**config.mk**
```make
export PLATFORM = sky130hd
export DESIGN_NAME = xup_1_to_4_stream_demux
export DESIGN_NICKNAME = d
export VERILOG_FILES = /design/src/rtl/xup_demux_pkg.sv /design/src/rtl/xup_demux_lane_fifo.sv /design/src/rtl/xup_1_to_4_stream_demux.sv
export SDC_FILE = /design/constraint.sdc
export NUM_CORES = 1
export LEC_CHECK = 0
export ABC_AREA = 1
export CORE_MARGIN = 3
export CORE_UTILIZATION = 54
export CTS_CLUSTER_SIZE = 24
export DETAILED_ROUTE_END_ITERATION = 10
export PLACE_DENSITY = 0.89
export SLEW_MARGIN = 10
export SYNTH_ARGS = -nofsm -noshare
export SYNTH_HDL_FRONTEND = slang
export SYNTH_SLANG_ARGS = --single-unit
```
**constraint.sdc**
```tcl
create_clock -name clk -period 2.1 [get_ports clk]
set_input_delay 0.63 -clock clk [delete_from_list [all_inputs] [get_ports clk]]
set_output_delay 0.63 -clock clk [all_outputs]
set_load 0.05 [all_outputs]
```
**src/rtl/xup_demux_pkg.sv**
```systemverilog
// Shared constants for the 1-to-4 stream demultiplexer.
// Lane count, lane-select width and routing-mode encodings.
package xup_demux_pkg;

    localparam int NUM_LANES  = 4;
    localparam int LANE_SEL_W = 2;

    localparam logic MODE_ADDR = 1'b0;
    localparam logic MODE_RR   = 1'b1;

endpackage

```
**src/rtl/xup_demux_lane_fifo.sv**
```systemverilog
// Per-lane FIFO with extended-pointer full/empty detection.
// The head output holds the last head value once the lane drains.
module xup_demux_lane_fifo #(
    parameter int WIDTH = 8,
    parameter int DEPTH = 2
) (
    input  logic             clk,
    input  logic             reset,
    input  logic             push,
    input  logic [WIDTH-1:0] din,
    output logic             full,
    input  logic             pop,
    output logic [WIDTH-1:0] dout,
    output logic             valid
);

    localparam int AW = $clog2(DEPTH);
    localparam logic [AW:0] PTR_ONE = 1;

    logic [AW:0]      wptr;
    logic [AW:0]      rptr;
    logic [WIDTH-1:0] mem [DEPTH];
    logic [WIDTH-1:0] last_q;
    logic             empty;
    logic             do_push;
    logic             do_pop;

    assign empty   = (wptr == rptr);
    assign full    = (wptr[AW] != rptr[AW]) &&
                     (wptr[AW-1:0] == rptr[AW-1:0]);
    assign valid   = ~empty;
    assign do_push = push & ~full;
    assign do_pop  = pop & ~empty;

    always_ff @(posedge clk or posedge reset) begin
        if (reset) begin
            wptr   <= '0;
            rptr   <= '0;
            last_q <= '0;
        end else begin
            if (do_push)
                wptr <= wptr + PTR_ONE;
            if (do_pop)
                rptr <= rptr + PTR_ONE;
            if (!empty)
                last_q <= mem[rptr[AW-1:0]];
        end
    end

    // Storage needs no reset: it is only observed while the lane is non-empty.
    always_ff @(posedge clk) begin
        if (do_push)
            mem[wptr[AW-1:0]] <= din;
    end

    assign dout = empty ? last_q : mem[rptr[AW-1:0]];

endmodule

```
**src/rtl/xup_1_to_4_stream_demux.sv**
```systemverilog
// One input stream fanned out to four independently buffered lanes.
// Routing is by in_dest (addressed) or by an internal round-robin pointer.
module xup_1_to_4_stream_demux
    import xup_demux_pkg::*;
#(
    parameter int WIDTH = 8,
    parameter int DEPTH = 2
) (
    input  logic                   clk,
    input  logic                   reset,
    input  logic                   mode,
    input  logic [WIDTH-1:0]       in_data,
    input  logic [LANE_SEL_W-1:0]  in_dest,
    input  logic                   in_valid,
    output logic                   in_ready,
    output logic [4*WIDTH-1:0]     out_data,
    output logic [NUM_LANES-1:0]   out_valid,
    input  logic [NUM_LANES-1:0]   out_ready,
    output logic [LANE_SEL_W-1:0]  rr_ptr,
    output logic                   busy
);

    localparam logic [LANE_SEL_W-1:0] RR_ONE = 1;

    logic [LANE_SEL_W-1:0] target;
    logic [NUM_LANES-1:0]  full;
    logic [NUM_LANES-1:0]  push;
    logic                  accept;

    assign target   = (mode == MODE_ADDR) ? in_dest : rr_ptr;
    assign in_ready = ~full[target];
    assign accept   = in_valid & in_ready;
    assign busy     = |out_valid;

    always_comb begin
        push         = '0;
        push[target] = accept;
    end

    always_ff @(posedge clk or posedge reset) begin
        if (reset)
            rr_ptr <= '0;
        else if (accept && (mode == MODE_RR))
            rr_ptr <= rr_ptr + RR_ONE;
    end

    for (genvar i = 0; i < NUM_LANES; i++) begin : g_lane
        xup_demux_lane_fifo #(
            .WIDTH (WIDTH),
            .DEPTH (DEPTH)
        ) u_lane (
            .clk   (clk),
            .reset (reset),
            .push  (push[i]),
            .din   (in_data),
            .full  (full[i]),
            .pop   (out_ready[i]),
            .dout  (out_data[i*WIDTH +: WIDTH]),
            .valid (out_valid[i])
        );
    end

endmodule

```
==> flow_metrics.tcl, run 1 <==
set metrics [dict create \
    synth_top_family_by_area "simple AND/OR/NAND/NOR gates" \
    syn_area_sq_um 4450 \
    status "did not finish" \
    synthCells 389 \
    initial_core_util_pct 56.7 \
    post_cts.repair.setup_buffers 44 \
    ctsRootBufferMaster "clkbuf_8" \
    synth_seq_cells 114 \
    fp-row-count 32 \
    routabilityCongestion 0.811 \
    clock_path_buffers 2 \
    synth-compound-area-share_pct 5.34 \
    synthMuxAreaShare_pct 0 \
    ys.warnings.count 0 \
    syn-num-nets 407 \
    stop_stage "clock tree synthesis" \
    ctsResizeCount 169 \
    dieWidth_um 96.8 \
    die_height_um 96.8 \
    holdBufCountCts 0 \
    hpwl_um 7590 \
    synth-seq-area-share_pct 71.3 \
    synthAdderAreaFrac_pct 0 \
    error "[ERROR DPL-0033] detailed placement checks failed during check placement." \
    yosys.area_share.simple_pct 15.7 \
    ios 58 \
    ys_types 23 \
    syn_area_per_cell_sq_um 11.4 \
    synth-xor-area-share_pct 3.15 \
    pre_cts_ws_ps -466 \
    cts_buffers 17 \
    numClockSinks 114 \
    port_buffers 57 \
    htree_levels 4 \
]
## cells by family after synthesis
family          count (synthesis)
simple gates                  175
flops                         114
xor+xnor                       16
buf+inv                        46
compound gates                 38
## through the flow
stage                     instance area, sq um  instances  setup TNS, ps
after floorplan                           4670        389          -4020
after global placement                    5980        573         -18630
after detailed placement                  5980        573         -26890
## cells in the mapped netlist (all sizes together)
cell type | number | area share [%]
xnor2 | 1 | 0.20
edfxtp | 64 | 43
nand2 | 121 | 10
xor2 | 15 | 3.0
dfrtp | 50 | 28
o21ai | 2 | 0.31
nand4 | 6 | 0.84
a31oi | 32 | 4.5
clkbuf | 4 | 0.34
nor2 | 45 | 3.9
inv | 33 | 2.8
nand3 | 3 | 0.45
a21oi | 4 | 0.53
buf | 9 | 1.4
==> run 2, diff against run 1 <==
--- a/config.mk
+++ b/config.mk
@@ -7,10 +7,9 @@
 export LEC_CHECK = 0
 export ABC_AREA = 1
 export CORE_MARGIN = 3
-export CORE_UTILIZATION = 54
-export CTS_CLUSTER_SIZE = 24
+export CORE_UTILIZATION = 40
 export DETAILED_ROUTE_END_ITERATION = 10
-export PLACE_DENSITY = 0.89
+export PLACE_DENSITY_LB_ADDON = 0.15
 export SLEW_MARGIN = 10
 export SYNTH_ARGS = -nofsm -noshare
 export SYNTH_HDL_FRONTEND = slang
==> flow_metrics.tcl, run 2 <==
set metrics [dict create \
    synth_top_family_by_area "simple AND/OR/NAND/NOR gates" \
    rr_endpoint "g_lane[0].u_lane.mem[0][7]" \
    cp.required_ps 1470 \
    final_nets 568 \
    status "finished, violations left" \
    overflow 0 \
    final_common_cell "nand2_1" \
    synth-async-reset-ratio_pct 43.9 \
    synth_edf_count 64 \
    post-route-min-period_ps 2540 \
    clock_path_buffers 2 \
    synth-compound-area-share_pct 5.34 \
    dieWidth_um 111 \
    synth-xor-area-share_pct 3.15 \
    clkTransAtPathRegs_ps 50 \
    holdWs_ps 484 \
    track_usage_pct 18.6 \
    routabilityCongestion 0.779 \
    dieArea_sq_um 12400 \
    synthCells 389 \
    crit_fanout 4 \
    tritoncts "yes" \
    route.detailed.drc 0 \
    post_dp_cell_area_sq_um 6090 \
    wl_per_cell_um 17.0 \
    fin_crit_sh_pct 121 \
    tightest_slew_ps 494 \
    largest_register_ffs 64 \
    grt_pass1_wl_um 17700 \
    finalSetupViolations 56 \
    core_sq_um 10600 \
    final_cell_mix "nand2_1, buf_4, edfxtp_1, dfrtp_1, buf_12" \
    timing.rr.start "g_lane[0].u_lane.rptr[0]" \
    fp-row-count 37 \
    dp_cells 616 \
    syn-num-nets 407 \
    synth.area.top_cells "edfxtp_1, dfrtp_1, nand2_1" \
    htree_levels 4 \
    synthFlopType "edfxtp_1" \
    finalInstanceArea_sq_um 7930 \
    synth_seq_cells 114 \
    hold_viol 0 \
    clk_latency_ps 510 \
    violations "setup timing" \
    synth_most_common_cell "nand2_1" \
    synthAdderAreaFrac_pct 0 \
    grt_pass1_vias 3415 \
    initial_core_util_pct 42.2 \
    ctsRootBufferMaster "clkbuf_8" \
    dr.pass1.iters 4 \
    fin_cells 699 \
    hold_class "in -> async" \
    cts_buffers 17 \
    die_height_um 111 \
    ant_nets 0 \
    maxCapViolCount 0 \
    arrival_ps 1910 \
    r2r_setup_slack_ps -380 \
    yosys.area_share.simple_pct 15.7 \
    syn_area_per_cell_sq_um 11.4 \
    end_kind "output port" \
    fmax_ghz 0.393 \
    numClockSinks 114 \
    diodes 0 \
    final_core_util_pct 75.1 \
    wl_um 11900 \
    drive_gt1_share_pct 51.2 \
    antenna_found_initial 0 \
    synth_top_cell_area_share_pct 43.2 \
    rsz0062_at_grt "true" \
    ys_types 23 \
    fillers 607 \
    crit_start "g_lane[3].u_lane.wptr[0]" \
    slew_violations 0 \
    syn_to_final_growth_pct 78.1 \
    synth-seq-area-share_pct 71.3 \
    ys.warnings.count 0 \
    yosys.area.top_type "edfxtp_1" \
    synth_common_cells "nand2_1, edfxtp_1, dfrtp_1, nor2_1, a31oi_1" \
    drt_iter0_drc 190 \
    ios 58 \
    reg2reg_depth 19 \
    hpwl_um 6250 \
    vias 3434 \
    worstSetupPathType "reg -> out" \
    fin_skew_ps 7.15 \
    grt_max_degree 51 \
    port_buffers 57 \
    setup_slack_ps -445 \
    synthMuxAreaShare_pct 0 \
    startpoint_type "flip-flop" \
    syn_area_sq_um 4450 \
    avgViaCountPerCell 4.91 \
    worst_slew_margin_rel_pct 67.0 \
]
==> run 2: cell counts after synthesis <==
Identical to the previous run, type by type.
==> run 2: logic make-up (layout without fill, tap and decap cells) <==
logic type | Yosys count | count (layout)
and+or+nand+nor | 175 | 175
DFF | 114 | 114
xor gates and xnor gates | 16 | 16
AOI/OAI and AO/OA | 38 | 38
buffers and inverters | 46 | 220
==> run 2: worst max path at each step <==
stage	to	slack [ps]
after floorplan	out_data[0]	-130
after global routing	out_data[26]	-510
after CTS	out_data[4]	-390
after detailed placement	in_ready	-430
final	busy	-440
after global placement	in_ready	-400
==> run 2: what timing repair did <==
item / in CTS / in global routing
pin swaps: 14 / 15
gates cloned: 4 / 3
gates resized for setup: 140 / 52
hold buffers: 0 / 0
setup buffers: 29 / 17
setup endpoints to repair: 38 / 64
==> run 2: area by class of cell <==
class	instances	area (sq um)	share of cell area, %
multi-input cells	229	1910	24.1
flip-flops and latches	114	3170	40.0
repair buffers	148	1770	22.4
clock inverters	11	183	2.30
repair inverters	7	104	1.31
well taps	136	170	2.15
clock buffers	21	449	5.66
inverters	33	169	2.13
==> run 2: critical path: stages, from the launching register on <==
cell and delay [ps]:
dfrtp_1 430, inv_2 110, nand2_4 60, a21oi_4 190, buf_12 180, buf_6 110, nand4_1 140, buf_6 190
==> run 2: layer usage <==
metal,vias up,share of wire [%],track usage (%)
met1,1727,41,22.5
met3,9,4.5,5.27
met2,74,54,32.3
met5,-,0,0
li1,1624,-,-
met4,0,0.77,5.60
==> run 2: metrics by stage <==
step	worst slack (ps)	TNS [ps]
3_5_place_dp	-432	-21690
5_1_grt	-508	-24600
3_3_place_gp	-398	-18990
4_1_cts	-387	-14160
2_1_floorplan	-135	-4020
6_report	-445	-20150
Power of run 2 is left out: the tool's default activity adds up to more than one toggle a clock period on the data nets, which glitch-free logic cannot reach.
==> run 3, diff against run 2 <==
--- a/config.mk
+++ b/config.mk
@@ -8,6 +8,7 @@
 export ABC_AREA = 1
 export CORE_MARGIN = 3
 export CORE_UTILIZATION = 40
+export CTS_CLUSTER_SIZE = 20
 export DETAILED_ROUTE_END_ITERATION = 10
 export PLACE_DENSITY_LB_ADDON = 0.15
 export SLEW_MARGIN = 10
==> results of run 3 <==
The final DEF is identical to that of run 2; final timing and power are the same.
Power of run 3 is left out for the same reason.
==> run 4, diff against run 3 <==
--- a/config.mk
+++ b/config.mk
@@ -6,8 +6,9 @@
 export NUM_CORES = 1
 export LEC_CHECK = 0
 export ABC_AREA = 1
-export CORE_MARGIN = 3
+export CORE_MARGIN = 2
 export CORE_UTILIZATION = 40
+export CTS_CLUSTER_DIAMETER = 120
 export CTS_CLUSTER_SIZE = 20
 export DETAILED_ROUTE_END_ITERATION = 10
 export PLACE_DENSITY_LB_ADDON = 0.15
==> flow_metrics.tcl, run 4 (synthesis gave the netlist of run 2 again) <==
set metrics [dict create \
    crit_fanout 8 \
    grt_pass1_wl_um 18500 \
    ctsRootBufferMaster "clkbuf_8" \
    fillers 723 \
    tightest_slew_ps 533 \
    clk_latency_ps 500 \
    overflow 0 \
    initial_core_util_pct 41.1 \
    final_nets 567 \
    holdBufCountCts 0 \
    timing.rr.start "g_lane[1].u_lane.wptr[0]" \
    grt_max_degree 51 \
    hpwl_um 6280 \
    dr.pass1.iters 6 \
    ios 58 \
    wl_um 11600 \
    slew_violations 0 \
    cp.required_ps 1470 \
    post-route-min-period_ps 2560 \
    arrival_ps 1930 \
    dieWidth_um 109 \
    tritoncts "yes" \
    worst_slew_margin_rel_pct 64.4 \
    cts_buffers 17 \
    final_common_cell "nand2_1" \
    drt_iter0_drc 119 \
    fin_skew_ps 8.05 \
    dieArea_sq_um 12000 \
    setup_slack_ps -463 \
    r2r_setup_slack_ps 120 \
    syn_to_final_growth_pct 74.2 \
    vias 3452 \
    drive_gt1_share_pct 49.1 \
    rr_endpoint "g_lane[3].u_lane.mem[1][1]" \
    htree_levels 4 \
    port_buffers 57 \
    routabilityCongestion 0.776 \
    fin_crit_sh_pct 122 \
    end_kind "output port" \
    wl_per_cell_um 16.5 \
    hold_viol 0 \
    clock_path_buffers 2 \
    avgViaCountPerCell 4.92 \
    crit_start "g_lane[3].u_lane.rptr[0]" \
    grt_pass1_vias 3671 \
    clkTransAtPathRegs_ps 60 \
    finalSetupViolations 38 \
    largest_register_ffs 64 \
    diodes 0 \
    core_sq_um 10800 \
    violations "setup timing" \
    finalInstanceArea_sq_um 7760 \
    track_usage_pct 21.3 \
    maxCapViolCount 0 \
    fp-row-count 38 \
    fmax_ghz 0.390 \
    final_cell_mix "nand2_1, buf_4, edfxtp_1, dfrtp_1, buf_12" \
    ant_nets 0 \
    final.setup.tns_ps -14400 \
    startpoint_type "flip-flop" \
    worstSetupPathType "reg -> out" \
    route.detailed.drc 0 \
    post_dp_cell_area_sq_um 6080 \
    reg2reg_depth 15 \
    numClockSinks 114 \
    rsz0062_at_grt "true" \
    status "finished, violations left" \
    die_height_um 109 \
    antenna_found_initial 0 \
    hold_class "in -> async" \
]
run 4: worst max path at each step:
stage / endpoint / slack (ps) / cells after the start
after global placement: in_ready / -380 / 10
after global routing: out_data[27] / -570 / 7
after detailed placement: in_ready / -420 / 10
after floorplan: out_data[0] / -130 / 6
after CTS: out_data[27] / -480 / 7
final: out_data[24] / -460 / 7
run 4: worst max-delay path, stage by stage, from the launching register on:
cell	delay [ps]
dfrtp_1	410
inv_2	100
nand2_4	60
a21oi_4	210
clkinvlp_4	140
buf_12	160
a31oi_4	180
buf_12	160
run 4: metrics by stage:
step	util [%]	cells	setup WS, ps	hold slack [ps]
2_1_floorplan	-	389	-135	463
3_3_place_gp	56.0	618	-375	486
3_5_place_dp	56.0	618	-416	489
4_1_cts	70.1	697	-482	494
5_1_grt	71.5	702	-567	510
6_report	71.5	702	-463	490
run 4: per-layer routing:
layer | vias to the layer above | routed length, um | GRT usage [%]
li1 | 1620 | - | -
met3 | 21 | 527 | 4.56
met1 | 1721 | 4450 | 24.5
met5 | - | 0 | 0
met4 | 0 | 280 | 8.86
met2 | 90 | 6360 | 38.4
run 4: what timing repair did:
action,CTS,global route
setup endpoints to repair,38,47
pin swaps,21,21
gates resized for setup,146,35
setup buffers,42,15
gates cloned,6,0
run 4: final cells by class:
| cell class | count | area (sq um) | area share [%] |
|---|---|---|---|
| inverters | 33 | 151 | 1.95 |
| clock inverters | 11 | 113 | 1.45 |
| repair inverters | 6 | 82.6 | 1.06 |
| well taps | 140 | 175 | 2.26 |
| clock buffers | 21 | 439 | 5.66 |
| multi-input cells | 229 | 1870 | 24.1 |
| repair buffers | 148 | 1750 | 22.6 |
| flip-flops and latches | 114 | 3170 | 40.9 |
Power of run 4 is left out for the same reason.
